==> src/rtl/fsm_detector_responder_pkg.sv <==
// Shared state codes, default cycle counts and counter sizing for the trigger-interface FSMs.
// Cycle defaults assume the 200 MHz system clock.
package fsm_pkg;

  typedef enum logic [7:0] {
    ST_IDLE    = 8'h00,
    ST_DELAY   = 8'h01,
    ST_EXPOSE  = 8'h02,
    ST_READOUT = 8'h03
  } responder_state_t;

  localparam int CLOCK_MHZ             = 200;
  localparam int DEF_TRIG_DELAY_CYCLES = CLOCK_MHZ * 100 / 1000;  // 100 ns
  localparam int DEF_EXPOSURE_CYCLES   = CLOCK_MHZ * 100;         // 100 us
  localparam int DEF_PROLONG_CYCLES    = CLOCK_MHZ * 6400;        // 6400 us

  // One bit of headroom above the widest count keeps every load value representable.
  function automatic int cnt_width(input int a, input int b, input int c);
    int m;
    m = a;
    if (b > m) m = b;
    if (c > m) m = c;
    return $clog2(m) + 1;
  endfunction

endpackage

==> src/rtl/fsm_detector_responder_edge.sv <==
// Rising-edge detector: edge_out = in & ~in_q, with in_q cleared by reset.
// Latency: combinational on in, 1-cycle history; no backpressure.
// A level held high through reset release still yields one edge.
module rising_edge_detect (
  input  logic clock,
  input  logic reset_signal,
  input  logic in,
  output logic edge_out
);

  logic in_q;

  always_ff @(posedge clock) begin
    if (!reset_signal) begin
      in_q <= 1'b0;
    end else begin
      in_q <= in;
    end
  end

  assign edge_out = in & ~in_q;

endmodule

==> src/rtl/fsm_detector_responder.sv <==
// Detector-side responder: trigger edge -> delay -> exposure -> readout, detector_ready low throughout.
// Latency: detector_ready drops on the edge that first samples trigger_in high; all outputs registered.
// No queueing: edges while busy are dropped and counted in a saturating overrun counter.
module fsm_detector_responder
  import fsm_pkg::*;
#(
  parameter int TRIG_DELAY_CYCLES = DEF_TRIG_DELAY_CYCLES,
  parameter int EXPOSURE_CYCLES   = DEF_EXPOSURE_CYCLES,
  parameter int PROLONG_CYCLES    = DEF_PROLONG_CYCLES,
  parameter int CNT_WIDTH         = cnt_width(TRIG_DELAY_CYCLES, EXPOSURE_CYCLES, PROLONG_CYCLES)
) (
  input  logic        clock,
  input  logic        reset_signal,
  input  logic        enable,
  input  logic        trigger_in,
  output logic        detector_ready,
  output logic        exposure_active,
  output logic [15:0] frame_counter,
  output logic [7:0]  overrun_count,
  output logic [7:0]  responder_state
);

  localparam longint CNT_MAX = (longint'(1) << CNT_WIDTH) - 1;

  if (EXPOSURE_CYCLES < 1 || PROLONG_CYCLES < 1 || TRIG_DELAY_CYCLES < 0) begin : g_bad_cycles
    $error("fsm_detector_responder: EXPOSURE_CYCLES and PROLONG_CYCLES must be >= 1, TRIG_DELAY_CYCLES >= 0");
  end

  if (longint'(TRIG_DELAY_CYCLES) > CNT_MAX || longint'(EXPOSURE_CYCLES) > CNT_MAX ||
      longint'(PROLONG_CYCLES) > CNT_MAX) begin : g_bad_width
    $error("fsm_detector_responder: a cycle count does not fit in CNT_WIDTH bits");
  end

  localparam logic [CNT_WIDTH-1:0] DELAY_LOAD   = CNT_WIDTH'(TRIG_DELAY_CYCLES);
  localparam logic [CNT_WIDTH-1:0] EXPOSE_LOAD  = CNT_WIDTH'(EXPOSURE_CYCLES);
  localparam logic [CNT_WIDTH-1:0] PROLONG_LOAD = CNT_WIDTH'(PROLONG_CYCLES);
  localparam logic [CNT_WIDTH-1:0] CNT_ONE      = CNT_WIDTH'(1);
  localparam bit                   SKIP_DELAY   = (TRIG_DELAY_CYCLES == 0);

  responder_state_t     state;
  logic [CNT_WIDTH-1:0] cnt;
  logic                 trig_edge;
  logic                 cnt_last;

  rising_edge_detect u_trig_edge (
    .clock        (clock),
    .reset_signal (reset_signal),
    .in           (trigger_in),
    .edge_out     (trig_edge)
  );

  // Each state loads its own length and leaves on the cycle the count reaches 1.
  assign cnt_last        = (cnt == CNT_ONE);
  assign responder_state = state;

  always_ff @(posedge clock) begin
    if (!reset_signal) begin
      state           <= ST_IDLE;
      cnt             <= '0;
      detector_ready  <= 1'b1;
      exposure_active <= 1'b0;
      frame_counter   <= '0;
      overrun_count   <= '0;
    end else begin
      if (trig_edge && state != ST_IDLE && overrun_count != 8'hFF) begin
        overrun_count <= overrun_count + 8'd1;
      end

      case (state)
        ST_IDLE: begin
          if (trig_edge && enable) begin
            detector_ready <= 1'b0;
            if (SKIP_DELAY) begin
              state           <= ST_EXPOSE;
              cnt             <= EXPOSE_LOAD;
              exposure_active <= 1'b1;
              frame_counter   <= frame_counter + 16'd1;
            end else begin
              state <= ST_DELAY;
              cnt   <= DELAY_LOAD;
            end
          end
        end

        ST_DELAY: begin
          if (cnt_last) begin
            state           <= ST_EXPOSE;
            cnt             <= EXPOSE_LOAD;
            exposure_active <= 1'b1;
            frame_counter   <= frame_counter + 16'd1;
          end else begin
            cnt <= cnt - CNT_ONE;
          end
        end

        ST_EXPOSE: begin
          if (cnt_last) begin
            state           <= ST_READOUT;
            cnt             <= PROLONG_LOAD;
            exposure_active <= 1'b0;
          end else begin
            cnt <= cnt - CNT_ONE;
          end
        end

        ST_READOUT: begin
          if (cnt_last) begin
            state          <= ST_IDLE;
            detector_ready <= 1'b1;
          end else begin
            cnt <= cnt - CNT_ONE;
          end
        end

        default: begin
          state           <= ST_IDLE;
          detector_ready  <= 1'b1;
          exposure_active <= 1'b0;
        end
      endcase
    end
  end

endmodule

==> config.mk <==
export PLATFORM = sky130hd
export DESIGN_NAME = fsm_detector_responder
export DESIGN_NICKNAME = d
export VERILOG_FILES = /design/src/rtl/fsm_detector_responder_pkg.sv /design/src/rtl/fsm_detector_responder_edge.sv /design/src/rtl/fsm_detector_responder.sv
export SDC_FILE = /design/constraint.sdc
export NUM_CORES = 1
export LEC_CHECK = 0
export ABC_AREA = 1
export BUFFER_PORTS_ARGS = -buffer_cell sky130_fd_sc_hd__buf_2
export CAP_MARGIN = 20
export CORE_ASPECT_RATIO = 1.25
export CORE_UTILIZATION = 53
export DETAILED_ROUTE_END_ITERATION = 6
export PLACE_DENSITY = 0.77
export SLEW_MARGIN = 20
export SYNTH_ARGS = -nofsm -noshare
export SYNTH_HDL_FRONTEND = slang
export SYNTH_SLANG_ARGS = --single-unit
==> constraint.sdc <==
create_clock -name clock -period 1.7 [get_ports clock]
set_input_delay 0.085 -clock clock [delete_from_list [all_inputs] [get_ports clock]]
set_output_delay 0.085 -clock clock [all_outputs]
set_load 0.005 [all_outputs]
==> Word level (Yosys, flattened, before mapping) <==
Cells that the tools add are included.
Widths: inputs -> output; s select.
{ "word_totals": {"out_inout_bits": 34, "regBits": 57} }
{ "op_classes": {"n_reduce_logical": 13, "n_addsub": 3, "n_bitwise": 4, "eq_ne": 10, "n_mux": 15} }
{ "ops": {"columns": ["cell", "n"], "rows": [
  ["$mux 22", 4],
  ["$pmux 22 s4", 1],
  ["$mux 8", 4],
  ["$pmux 8 s4", 1],
  ["$eq 22x1->1 const B", 1],
  ["$sub 22x1->22 const B", 1],
  ["$add 16x1->16 const B", 1],
  ["$eq 8x2->1 const B", 2],
  ["$ne 2x2->1 const B", 5],
  ["$reduce_and 3->1", 3],
  ["$add 8x1->8 const B", 1],
  ["$eq 8x1->1 const B", 1],
  ["$logic_not 8->1", 1],
  ["$ne 8x8->1 const B", 1],
  ["$reduce_bool 8->1", 1],
  ["$pmux 1 s3", 2],
  ["$reduce_and 4->1", 1],
  ["$reduce_bool 4->1", 1],
  ["$reduce_or 2->1", 2],
  ["$logic_and 1x1->1", 3],
  ["$mux 1", 3],
  ["$not 1->1", 3],
  ["$reduce_and 2->1", 1],
  ["$and 1x1->1", 1]
]} }

==> Depth between registers and ports, before layout <==
Gate-level depths: netlist (run 1).
{ "depth": {"word_depth": 5, "mapped_depth": 12, "mapped_depth_nobuf": 11} }

==> Modules after synthesis <==
From an unflattened synthesis (run 1), not the netlist that was laid out.
{ "hier_totals": {"cells_unflattened": 463, "area_unflattened_um2": 3106.7} }
{ "by_module_without_submodules": {"columns": ["mod", "cells_each", "instances", "area_each_um2", "seq_area_each_um2"], "rows": [
  ["fsm_detector_responder", 458, 1, 3069.2, 1001.0],
  ["rising_edge_detect", 5, 1, 37.5, 20.0]
]} }

==> Worst setup path after synthesis (run 1) <==
OpenSTA, ideal clock, no wires.
{ "synth_timing": {"kind": "flip-flop to flip-flop", "start": "register state[0] (netlist: responder_state[0])", "end": "register cnt[21]", "setup_slack_ns": 0.038, "arrival_time_ns": 1.551, "setup_time_ns": 0.111, "path_stages_with_launch": 12, "period_less_slack_ns": 1.662, "required_ns": 1.589, "cell_sequence": "dfxtp_1 > inv_1 > ha_1 > inv_1 > nand2_1 > o21ai_1 > nand2_4 > buf_6 > nand3_1 > nand2_1 > nand2_1 > nor2_1"} }
{ "synth_between": {"elab_chain_cells": 3, "word_cells_on_any_way": 9, "cone_classes": "5 x eq/ne; 1 x mux; 3 x reduce/logical"} }
{ "synth_lines": {"columns": ["item", "line", "source"], "rows": [
  ["start, declared", "fsm_detector_responder.sv:40", "responder_state_t state;"],
  ["start signal, assigned", "fsm_detector_responder.sv:58", "state <= ST_IDLE;"],
  ["start signal, assigned", "fsm_detector_responder.sv:74", "state <= ST_EXPOSE;"],
  ["start signal, assigned", "fsm_detector_responder.sv:79", "state <= ST_DELAY;"],
  ["$eq 8x2->1, or another cell as far along", "fsm_detector_responder.sv:69", "case (state)"],
  ["$reduce_bool 4->1 (no source line) or $ne 2x2->1 (tied branches)", null, null],
  ["$reduce_and 3->1 (no source line)", null, null],
  ["end signal, assigned", "fsm_detector_responder.sv:92", "cnt <= cnt - CNT_ONE;"],
  ["end signal, assigned", "fsm_detector_responder.sv:102", "cnt <= cnt - CNT_ONE;"],
  ["end signal, assigned", "fsm_detector_responder.sv:111", "cnt <= cnt - CNT_ONE;"],
  ["end, declared", "fsm_detector_responder.sv:41", "logic [CNT_WIDTH-1:0] cnt;"]
]} }
Parallel ways exist; a longest one is shown, timed or not.
A chain may end at the register's enable or synchronous reset.

==> Final worst setup path (run 1) <==
{ "layout_timing": {"start": "register state[0] (netlist: responder_state[0])", "end": "register cnt[19]"} }
The elaborated chain is that of the path after synthesis.

==> flow_metrics.env, run 1 <==
export IMPL_dpl_cell_area_mm2=0.00360
export IMPL_postRouteAntennaNets=0
export IMPL_violations="design-rule violations"
export IMPL_final_util_pct=67.4
export IMPL_placement_rows=31
export IMPL_root_buffer="clkbuf_8"
export IMPL_drt_initial_drc_count=159
export IMPL_ff2ff_path_depth=11
export IMPL_p_leak_nw=1.78
export IMPL_tns_ns=0
export IMPL_critPathLaunchType="flop"
export IMPL_yosysSeqAreaShare_pct=32.2
export IMPL_drc=5
export IMPL_cts_max_level=2
export IMPL_fin_hold_ws_ns=0.0885
export IMPL_cts_path_max_buffers=2
export IMPL_wl_per_cell_um=13.2
export IMPL_ir_drop_uv=1580
export IMPL_total_power_mw=7.27
export IMPL_vias_per_cell=5.43
export IMPL_drv_slew=0
export IMPL_clock_latency_ns=0.32
export IMPL_setup_viol=0
export IMPL_die_x_um=71.2
export IMPL_met1_length_um=3370
export IMPL_fmax_mhz=600
export IMPL_antenna_found_initial=0
export IMPL_routed_wl_um=8070
export IMPL_ys_ff_latch=51
export IMPL_route_top_layer_used="met4"
export IMPL_die_height_um=88.5
export IMPL_crit_type="reg -> reg"
export IMPL_core_mm2=0.00578
export IMPL_diodes=0
export IMPL_worstHoldPathType="in -> reg"
export IMPL_syn_cell_area_mm2=0.00317
export IMPL_hold_depth=4
export IMPL_skew_ns=0.00871
export IMPL_grt_pass1_vias=3012
export IMPL_cellPowerDensity_mw_per_mm2=1870
export IMPL_end_kind="flop"
export IMPL_initial_core_util_pct=54.9
export IMPL_fin_crit_sh_pct=98.1
export IMPL_numPortBuffers=31
export IMPL_setup_ws_ns=0.0322
export IMPL_hpwl_um=5810
export IMPL_grt_max_degree=26
export IMPL_yosys_warnings=0
export IMPL_cts_tree="yes"
export IMPL_synthCells=477
export IMPL_die_area_mm2=0.00630
export IMPL_synth_cell_types=37
export IMPL_grt_pass1_wl_um=12900
export IMPL_cts_sinks=51
export IMPL_maxCapViolations=0
export IMPL_status="complete, but fails checks"
export IMPL_cts_inserted_buffers=5
export IMPL_cp_max_fo=7
export IMPL_area_delta_synth_final_pct=22.8
export IMPL_post_route_min_period_ns=1.67
export IMPL_syn_area_per_cell_um2=6.65
export IMPL_final_hold_viol_count=0
export IMPL_cts_clk_slew_worst_paths_ns=0.10
export IMPL_rsz0062_at_grt="yes"
export IMPL_dp_cells=599
export IMPL_grt_usage_pct=25.7
export IMPL_crit_required_ns=1.91
export IMPL_wl_met3_um=391
export IMPL_fin_nets=558
export IMPL_fin_cells=612
export IMPL_vias=3323
export IMPL_cp_arrival_ns=1.88
export IMPL_drive_gt1_share_pct=24.7
export IMPL_ios=38
export IMPL_dr_pass1_iters=7
export IMPL_dp_slack_ns=-0.0711
export IMPL_gp_congestion=0.951
export IMPL_met2_length_um=4120
export IMPL_design_area_mm2=0.00389
export IMPL_grt_overflow=0
-- path summary, 6_finish.rpt --
path	startpoint	endpoint	slack, ns
max	responder_state[0]$_SDFFE_PN0P_	cnt[19]$_SDFFE_PN0P_	0.03
min	reset_signal	overrun_count[5]$_SDFFE_PN0P_	0.09
max reg2reg	responder_state[0]$_SDFFE_PN0P_	cnt[19]$_SDFFE_PN0P_	0.03
min reg2reg	overrun_count[4]$_SDFFE_PN0P_	overrun_count[4]$_SDFFE_PN0P_	0.48
-- area by class of cell --
| class | instances | area [µm²] |
|---|---|---|
| Timing Repair Buffer | 69 | 455 |
| Sequential cell | 51 | 1030 |
| Multi-Input combinational cell | 366 | 2020 |
| Clock buffer | 5 | 68.8 |
| Inverter | 52 | 195 |
| Fill cell | 454 | 1890 |
| Clock inverter | 3 | 43.8 |
| Tap cell | 66 | 82.6 |
-- cell usage in the layout, fill, tap and decap left out, drive strengths merged --
cell and n:
dlygate4sd3 1, xor2 6, o2111ai 1, nor4 1
nor2 64, nand3b 4, a31oi 1, buf 68
clkinv 3, dfxtp 51, nand3 37, o21ai 18
inv 51, a21boi 1, xnor2 7, o21bai 1
clkbuf 5, a21oi 44, and3 1, o21a 3
nor3 12, ha 9, nand2 135, nand4 13
conb 6, bufinv 1, nor3b 1, a41oi 1
-- power by group --
group / leakage [nW] / internal [mW] / switching (mW)
sequential: 0.415 / 1.42 / 0.214
clock: 0.0581 / 0.439 / 0.435
combinational: 1.31 / 1.86 / 2.91
total: 1.78 / 3.71 / 3.56
-- synth_stat cells --
| library cell | instances | area (µm²) |
|---|---|---|
| o2111ai_1 | 1 | 8.76 |
| nor2_1 | 56 | 210 |
| ha_1 | 9 | 113 |
| o21a_1 | 3 | 22.5 |
| dfxtp_1 | 51 | 1020 |
| nand3_1 | 35 | 175 |
| nand2_4 | 3 | 33.8 |
| nor4_1 | 1 | 6.26 |
| nor2_8 | 2 | 40.0 |
| a41oi_1 | 1 | 8.76 |
| buf_4 | 6 | 45.0 |
| inv_1 | 48 | 180 |
| o21bai_1 | 1 | 7.51 |
| nand2_1 | 127 | 477 |
| a31oi_1 | 1 | 6.26 |
| nor3_1 | 12 | 60.1 |
| a21oi_1 | 37 | 185 |
| o21ai_1 | 1 | 5.00 |
| conb_1 | 1 | 3.75 |
| nand3_4 | 2 | 35.0 |
| o21ai_2 | 1 | 8.76 |
| nor2_2 | 5 | 31.3 |
| xor2_1 | 6 | 52.6 |
| nand4_1 | 13 | 81.3 |
| nor2_4 | 1 | 11.3 |
| nand2_2 | 5 | 31.3 |
| inv_2 | 3 | 11.3 |
| clkbuf_1 | 5 | 18.8 |
| buf_6 | 2 | 22.5 |
| o21ai_0 | 16 | 80.1 |
| clkinv_1 | 1 | 3.75 |
| and3_1 | 1 | 6.26 |
| a21oi_2 | 7 | 61.3 |
| xnor2_1 | 7 | 61.3 |
| a21boi_0 | 1 | 7.51 |
| nor3b_1 | 1 | 7.51 |
| nand3b_1 | 4 | 30.0 |
-- critical path: stages (launching register included) --
cell and delay [ns]:
dfxtp_2 0.37, inv_1 0.10, ha_1 0.24, inv_2 0.11, nand2_1 0.10, buf_4 0.15, nand2_2 0.09, nand2_2 0.11
nand2_2 0.10, nand2_4 0.09, nand2_1 0.08, nor2_1 0.04
-- what timing repair did --
item,in CTS,in global routing
pin swaps,1,10
endpoints found under the setup margin,21,31
hold buffers,1,0
resized for setup,9,35
gates cloned,0,0
setup buffers,0,4
hold endpoints to repair,1,0
-- kinds of logic (layout without fill, tap and decap cells) --
family                   count (synthesis)  after routing  share of synthesized area (%)
adder cells (fa/ha/maj)                  9              9                           3.55
buffers and inverters                   65            129                           8.88
XOR/XNOR                                13             13                           3.59
AO/OA/AOI/OAI                           70             70                           12.7
AND/OR/NAND/NOR                        268            268                           39.0
other                                    1              6                          0.118
flip-flops                              51             51                           32.2
-- routing by layer --
| layer | vias up | global-route usage (%) |
|---|---|---|
| li1 | 1675 | - |
| met1 | 1522 | 29.0 |
| met2 | 107 | 47.9 |
| met3 | 19 | 5.13 |
| met4 | 0 | 9.27 |
| met5 | - | 0 |
-- registers in the layout, indices dropped and copies added, names as in the netlist --
| register | flops |
|---|---|
| overrun_count | 8 |
| responder_state | 2 |
| detector_ready | 1 |
| cnt | 22 |
| u_trig_edge.in_q | 1 |
| frame_counter | 16 |
| exposure_active | 1 |
No activity file was read; power rests on OpenSTA's default activity.
==> run 2: changes to the inputs <==
- ABC_AREA: 1 -> 0
- CORE_UTILIZATION: 53 -> 52
- PLACE_DENSITY: 0.77 -> 0.76
==> run 2 against run 1 <==
Effect of this change: the flow finishes with violations (negative setup slack); global-route usage increased by 9.1 points; synthesized cell count is 27% lower; sequential power decreased by 8%; design area is 14% higher; flip-flop and latch count unchanged; clock power shrank 15%; die area shrank 7.9%; clock-buffer cell count did not move; combinational power is 16% higher; critical path type unchanged; critical endpoint is now cnt[10]$_SDFFE_PN0P_; largest cell class unchanged.
==> flow_metrics.env, run 2 <==
export IMPL_setup_viol=42
export IMPL_synth_top_area_cell="dfxtp_1"
export IMPL_grt_usage_pct=34.8
export IMPL_worstMarginPinSlew_ns=0.645
export IMPL_largestRegisters="cnt (22), frame_counter (16), overrun_count (8)"
export IMPL_cts_path_max_buffers=2
export IMPL_hold_depth=2
export IMPL_drive_gt1_share_pct=47.2
export IMPL_dpl_cell_area_mm2=0.00386
export IMPL_drc=0
export IMPL_layout_common_cells="buf_4 (83), dfxtp_1 (44), buf_2 (31), nor2_1 (27), a21oi_1 (21)"
export IMPL_ys_ff_latch=51
export IMPL_die_height_um=84.9
export IMPL_grt_max_degree=33
export IMPL_initial_core_util_pct=55.1
export IMPL_synth_edff_count=0
export IMPL_skew_ns=0.00830
export IMPL_dp_slack_ns=-0.565
export IMPL_synthTopCellsByArea="dfxtp_1 (36%), a21oi_1 (5.8%), ha_1 (3.9%), or3_1 (3.7%), nor2_1 (3.5%)"
export IMPL_yosysSeqAreaShare_pct=35.7
export IMPL_vias=3398
export IMPL_fin_nets=484
export IMPL_worstHoldPathType="in -> reg"
export IMPL_drv_slew=0
export IMPL_rsz0062_at_grt="yes"
export IMPL_core_mm2=0.00519
export IMPL_tns_ns=-22.78
export IMPL_async_flop_share_pct=0
export IMPL_design_area_mm2=0.00442
export IMPL_regMostFlops="cnt"
export IMPL_cts_clk_slew_worst_paths_ns=0.10
export IMPL_setup_ws_ns=-0.809
export IMPL_final_common_cell="buf_4"
export IMPL_n_fill_cell=282
export IMPL_maxCapViolations=0
export IMPL_ios=38
export IMPL_post_route_min_period_ns=2.51
export IMPL_cts_tree="yes"
export IMPL_fmax_mhz=399
export IMPL_gp_congestion=0.983
export IMPL_placement_rows=29
export IMPL_cts_sinks=51
export IMPL_syn_area_per_cell_um2=8.21
export IMPL_vias_per_cell=6.36
export IMPL_yosys_top_cells_count="dfxtp_1 (51), a21oi_1 (33), nor2_1 (27), nand2_1 (20)"
export IMPL_cellPowerDensity_mw_per_mm2=1760
export IMPL_yosysMostFrequentCell="dfxtp_1"
export IMPL_postRouteAntennaNets=0
export IMPL_violations="negative setup slack"
export IMPL_wl_per_cell_um=19.7
export IMPL_cts_max_level=2
export IMPL_cts_inserted_buffers=5
export IMPL_grt_pass1_vias=3320
export IMPL_grt_overflow=0
export IMPL_fin_crit_sh_pct=148
export IMPL_yosysTopAreaCellShare_pct=35.7
export IMPL_drt_initial_drc_count=263
export IMPL_status="complete, but fails checks"
export IMPL_slew_headroom_pct=56.8
export IMPL_crit_required_ns=1.94
export IMPL_critPathLaunchType="flop"
export IMPL_clock_latency_ns=0.31
export IMPL_synth_cell_types=54
export IMPL_antenna_found_initial=0
export IMPL_crit_type="reg -> reg"
export IMPL_synthFlopType="dfxtp_1"
export IMPL_dr_pass1_iters=5
export IMPL_routed_wl_um=10500
export IMPL_cts_hold_buf=0
export IMPL_diodes=0
export IMPL_syn_cell_area_mm2=0.00286
export IMPL_largest_register_ff_count=22
export IMPL_hpwl_um=6110
export IMPL_grt_pass1_wl_um=15400
export IMPL_cp_max_fo=5
export IMPL_ir_drop_uv=1430
export IMPL_end_kind="flop"
export IMPL_fin_hold_ws_ns=0.0123
export IMPL_cp_arrival_ns=2.75
export IMPL_numPortBuffers=31
export IMPL_area_delta_synth_final_pct=54.7
export IMPL_root_buffer="clkbuf_8"
export IMPL_ff2ff_path_depth=8
export IMPL_die_x_um=68.3
export IMPL_die_area_mm2=0.00580
export IMPL_final_util_pct=85.2
export IMPL_final_hold_viol_count=0
export IMPL_synthCells=348
export IMPL_p_leak_nw=1.86
export IMPL_yosys_warnings=0
## run 2: changes by cell type after synthesis, moves of 5 or more
cell,before,now
o22ai_1,0,5
or3_1,0,17
nand4_1,13,5
o31ai_1,0,6
or4_1,0,10
nor2_2,5,0
nor2_1,56,27
nor4_2,0,5
nand2_1,127,20
nand2_2,5,0
inv_1,48,13
nand3_1,35,16
a21oi_2,7,0
buf_2,0,7
## run 2: timing repair
action / in CTS / in global routing
cloned: 2 / 0
setup buffers: 7 / 3
pin swaps: 22 / 22
resized for setup: 51 / 26
setup endpoints to repair: 47 / 48
## run 2: kinds of logic after synthesis
group / synth area share, %
xor gates and xnor gates: 4.29
DFF: 35.7
AOI/OAI and AO/OA: 21.2
adders and majority gates: 3.94
and+or+nand+nor: 28.5
other: 0.131
muxes: 0.394
buffers and inverters: 5.82
## run 2: power breakdown
part	internal (mW)	switching (mW)	total, mW
logic	2.66	2.87	5.53
registers	1.37	0.126	1.50
clock network	0.297	0.444	0.741
## run 2: critical path: stages (launching register included)
cell and delay, ns:
dfxtp_2 0.34, inv_2 0.07, ha_4 0.12, or4b_4 0.47, or4_4 0.60, nor4_2 0.21, buf_4 0.19, o21ai_0 0.18
a21oi_1 0.25
## run 2: worst paths after layout
check / start / end / slack (ns)
hold reg to reg: frame_counter[14]$_SDFFE_PN0P_ / frame_counter[14]$_SDFFE_PN0P_ / 0.51
setup reg to reg: cnt[1]$_SDFFE_PN0P_ / cnt[10]$_SDFFE_PN0P_ / -0.81
setup / recovery: cnt[1]$_SDFFE_PN0P_ / cnt[10]$_SDFFE_PN0P_ / -0.81
hold / removal: trigger_in / u_trig_edge.in_q$_SDFF_PN0_ / 0.01
## run 2: layer usage
layer	vias up	track usage, %	part of all wire (%)	wire length, µm
li1	1531	-	-	-
met1	1623	38.7	37	3930
met2	187	62.6	51	5350
met3	57	4.57	6.4	674
met4	0	16.1	5.5	585
met5	-	0	0	0
## run 2: cell type report
type | count | area [µm²] | area share [%]
clock inverter | 3 | 23.8 | 0.538
tap | 62 | 77.6 | 1.75
inverter | 13 | 48.8 | 1.10
multi-input combinational | 266 | 2100 | 47.5
clock buffer | 5 | 68.8 | 1.56
timing repair buffer | 134 | 1070 | 24.2
sequential | 51 | 1030 | 23.3
## run 2: stage by stage
stage | instances | total power, mW
after floorplan | 353 | 3.82
after global placement | 514 | 5.65
after detailed placement | 514 | 5.75
after CTS | 531 | 7.19
after global routing | 534 | 8.03
final | 534 | 7.77
